File: src/rtl/life_datapath.sv
// life_datapath -- datapath of an 8x8 Conway Game-of-Life engine.
//
// Holds the 64-cell board and updates it once per clock according to mode:
// hold, edit (write one cell at an auto-advancing cursor), play (advance one
// generation unless stopped) or clear. Cell (row r, col c) is grid[8*r + c].
//
// Ports:
//   clk   in   1   system clock, all state changes on the rising edge
//   rst   in   1   synchronous active-high reset (grid and cursor to 0)
//   mode  in   2   00 hold, 01 edit, 10 play, 11 clear
//   btn0  in   1   edit: write live cell at cursor, advance cursor
//   btn1  in   1   edit: write dead cell at cursor, advance cursor
//   stop  in   1   play: freeze the board while high
//   grid  out  64  registered board, 1 = alive
module life_datapath (
    input  logic        clk,
    input  logic        rst,
    input  logic [1:0]  mode,
    input  logic        btn0,
    input  logic        btn1,
    input  logic        stop,
    output logic [63:0] grid
);

    typedef enum logic [1:0] {
        MODE_HOLD  = 2'b00,
        MODE_EDIT  = 2'b01,
        MODE_PLAY  = 2'b10,
        MODE_CLEAR = 2'b11
    } mode_t;

    mode_t       w_mode;
    logic [63:0] r_grid;
    logic [5:0]  r_cursor;
    logic [63:0] w_next;
    // Board surrounded by a ring of permanently dead cells; padded cell
    // (R, C) with R,C in 0..9 lives at bit 10*R + C. This keeps every
    // neighbour lookup a constant index with no edge special cases.
    logic [99:0] w_pad;

    assign w_mode = mode_t'(mode);
    assign grid   = r_grid;

    for (genvar k = 0; k < 10; k++) begin : gen_pad_rows
        assign w_pad[k]      = 1'b0;
        assign w_pad[90 + k] = 1'b0;
    end

    for (genvar k = 1; k < 9; k++) begin : gen_pad_cols
        assign w_pad[10 * k]     = 1'b0;
        assign w_pad[10 * k + 9] = 1'b0;
    end

    for (genvar r = 0; r < 8; r++) begin : gen_row
        for (genvar c = 0; c < 8; c++) begin : gen_col
            localparam int P = (r + 1) * 10 + (c + 1);
            logic [3:0] w_n;

            assign w_pad[P] = r_grid[8 * r + c];

            assign w_n = {3'b000, w_pad[P - 11]} + {3'b000, w_pad[P - 10]}
                       + {3'b000, w_pad[P - 9]}  + {3'b000, w_pad[P - 1]}
                       + {3'b000, w_pad[P + 1]}  + {3'b000, w_pad[P + 9]}
                       + {3'b000, w_pad[P + 10]} + {3'b000, w_pad[P + 11]};

            // Born on exactly 3; survives on 2 or 3.
            assign w_next[8 * r + c] = (w_n == 4'd3) |
                                       (r_grid[8 * r + c] & (w_n == 4'd2));
        end
    end

    always_ff @(posedge clk) begin
        if (rst) begin
            r_grid   <= '0;
            r_cursor <= '0;
        end else begin
            case (w_mode)
                MODE_EDIT: begin
                    if (btn0 ^ btn1) begin
                        r_grid[r_cursor] <= btn0;
                        r_cursor         <= r_cursor + 6'd1;
                    end
                end
                MODE_PLAY: begin
                    if (!stop) begin
                        r_grid <= w_next;
                    end
                end
                MODE_CLEAR: begin
                    r_grid   <= '0;
                    r_cursor <= '0;
                end
                default: begin
                end
            endcase
        end
    end

endmodule

File: config.mk
export PLATFORM = sky130hd
export DESIGN_NAME = life_datapath
export DESIGN_NICKNAME = d
export VERILOG_FILES = /design/src/rtl/life_datapath.sv
export SDC_FILE = /design/constraint.sdc
export NUM_CORES = 1
export LEC_CHECK = 0
export ABC_AREA = 1
export ABC_CLOCK_PERIOD_IN_PS = 4600
export CELL_PAD_IN_SITES_DETAIL_PLACEMENT = 0
export CELL_PAD_IN_SITES_GLOBAL_PLACEMENT = 1
export CORE_AREA = 2 2 205 207
export CTS_BUF_LIST = sky130_fd_sc_hd__clkbuf_16
export CTS_CLUSTER_DIAMETER = 60
export DETAILED_ROUTE_END_ITERATION = 8
export DIE_AREA = 0 0 207 209
export PLACE_DENSITY_LB_ADDON = 0.1
export SYNTH_ARGS = -nofsm -noshare
export SYNTH_HDL_FRONTEND = slang
export SYNTH_SLANG_ARGS = --single-unit
File: constraint.sdc
create_clock -name clk -period 4.6 [get_ports clk]
set_clock_uncertainty 0.1 [all_clocks]
set_input_delay 0.46 -clock clk [delete_from_list [all_inputs] [get_ports clk]]
set_output_delay 0.46 -clock clk [all_outputs]
set_load 0.01 [all_outputs]
==> impl_metrics.json <==
{
  "status": "finished, final reports clean",
  "crit_fanout": 7,
  "path_clk_slew_ns": 0.07,
  "holdWs_ns": 0.4587,
  "slew_viol_final": 0,
  "vias": 10070,
  "post-place-ws_ns": 0.7833,
  "drive_gt1_share_pct": 2.740,
  "drc": 0,
  "layout_common_cells": "560 x nand2_1, 314 x inv_1, 199 x nor2_1",
  "die_area_sq_um": 43260,
  "io_pins": 71,
  "power_density_nw_per_um2": 252.4,
  "dp_hpwl_mm": 27.05,
  "cts.sinks": 70,
  "yosys-top-cells-area": "fa_1 32%, nand2_1 17%, ha_1 14%",
  "fin_ws_ns": 0.7965,
  "hp-class": "reg -> reg",
  "peakVddDrop_v": 0.0001349,
  "syn_area_per_cell_sq_um": 7.257,
  "ys_warn_count": 0,
  "synth-simple-area-share_pct": 27.16,
  "slew_headroom_pct": 28.84,
  "fin_crit_ns": 3.804,
  "fillCellCount": 4482,
  "rows": 75,
  "hold_viol": 0,
  "cts_hold_buf": 0,
  "routed_wl_mm": 36.19,
  "grt_util_all_layers_pct": 17.52,
  "grt_overflow_total": 0,
  "fin_crit_sh_pct": 82.68,
  "leakagePower_nw": 7.332,
  "cts_resized": 0,
  "initial_core_util_pct": 29.53,
  "worst_pin_slew_ns": 1.063,
  "synth_top_area_share_pct": 32.18,
  "power.total_w": 0.003497,
  "viasPerCell": 4.394,
  "start_kind": "flip-flop",
  "postCtsSetupBuffers": 0,
  "die_h_microns": 209,
  "grt_pass1_vias": 10490,
  "cts-buffers-inserted": 9,
  "worstHoldPathCells": 2,
  "ant_nets": 0,
  "port_buffers": 70,
  "final_common_cell": "nand2_1",
  "criticalPathCategory": "reg -> reg",
  "globalplace.congestion": 0.7726,
  "maxCapViolations": 0,
  "final.setup.tns_ns": 0,
  "crit_required_ns": 4.78,
  "first_iter_violations": 401,
  "cts_tree": "done",
  "antenna_cells": 0,
  "max_clock_freq_mhz": 262.9,
  "dr.pass1.iters": 5,
  "die_w_microns": 207,
  "synth.distinct_cells": 22,
  "yosysTopAreaCell": "fa_1",
  "antenna_found_initial": 0,
  "rsz0062_at_grt": "no",
  "netlist_instances": 1680,
  "synth_seq_cells": 70,
  "synthMuxAreaShare_pct": 0,
  "wl_per_cell_microns": 15.79,
  "clockBufferDepth": 2,
  "grt_max_degree": 57,
  "synth-compound-area-share_pct": 3.900,
  "grt_pass1_wl_mm": 59.17,
  "mappedNetlistArea_sq_um": 12190,
  "clock_latency_ns": 0.37,
  "synthAdderAreaFrac_pct": 46.14,
  "syn2layout_area_growth_pct": 13.65,
  "end_kind": "flip-flop",
  "nets": 2086,
  "cts_htree_levels": 3,
  "synth-seq-area-share_pct": 11.49,
  "synth_top_family_by_area": "adder cells",
  "core_area_sq_um": 41290,
  "setup_viol": 0,
  "rr_worst_depth": 15,
  "synthesis.nets": 2019,
  "cts_root_buf": "clkbuf_16",
  "synth-xor-area-share_pct": 0,
  "cp.arrival_ns": 3.98
}
[logic make-up after synthesis]
kind of cell | Yosys count
AOI/OAI and AO/OA | 93
buffers and inverters | 352
DFF | 70
adders and majority gates | 332
and+or+nand+nor | 833
[power by group]
group / internal (W) / switching (W) / leakage, nW
combinational: 0.000803 / 0.00113 / 6.60
sequential: 0.000653 / 0.0000786 / 0.576
clock: 0.000474 / 0.000357 / 0.159
[metrics by stage]
step / util [%] / cell area (sq um) / cells
floorplan: - / 12190 / 1680
global placement: 32.80 / 13540 / 2275
detailed placement: 32.80 / 13540 / 2275
CTS: 33.56 / 13860 / 2291
global route: 33.56 / 13860 / 2291
finish: 33.56 / 13860 / 2291
[per-layer routing]
layer | GRT usage [%] | up-vias | share of wire [%]
met1 | 23.46 | 4827 | 48
met5 | 0 | - | 0
met2 | 30.46 | 72 | 49
li1 | - | 5152 | -
met3 | 1.939 | 15 | 1.9
met4 | 3.744 | 0 | 1.0
[final timing paths]
check	start	end	slack (ns)
min	r_cursor[2]$_SDFFE_PP0P_	r_cursor[2]$_SDFFE_PP0P_	0.46
max reg2reg	flip-flop	flip-flop	0.80
max	flip-flop	flip-flop	0.80
min reg2reg	r_cursor[2]$_SDFFE_PP0P_	r_cursor[2]$_SDFFE_PP0P_	0.46
[Yosys cell counts]
cell type and number:
nor2_4 1, buf_1 7, nor2_1 199, buf_2 10, inv_1 316, o21ai_1 2
ha_1 136, dfxtp_1 70, nand3b_1 30, nand3_1 35, nor2_2 7, o211ai_1 3
fa_1 196, inv_2 2, nand2_2 1, nand2_1 560, o21ai_0 65, a21oi_1 22
clkbuf_1 10, o21bai_1 1, clkinv_1 1, buf_6 6
[worst max-delay path, cell delays in order, from the launching register on]
cell and delay (ns):
dfxtp_1 0.56, inv_1 0.35, fa_1 0.63, fa_1 0.43, fa_1 0.50, inv_1 0.05, ha_1 0.19, fa_1 0.40
inv_1 0.07, nand2_1 0.04, o21ai_0 0.07, nor2_1 0.06, nand2_1 0.06, nand2_1 0.04, nor2_1 0.11, nor2_1 0.05
[area by class of cell]
class                   count  area, sq um  area share [%]
inverters                 319         1199           8.651
well taps                 539        674.4           4.867
clock buffers               9        225.2           1.625
flip-flops and latches     70         1401           10.11
clock inverters             7        88.84          0.6411
multi-input cells        1258         9412           67.92
repair buffers             89        855.8           6.177
Power figures use the tool's default switching activity.
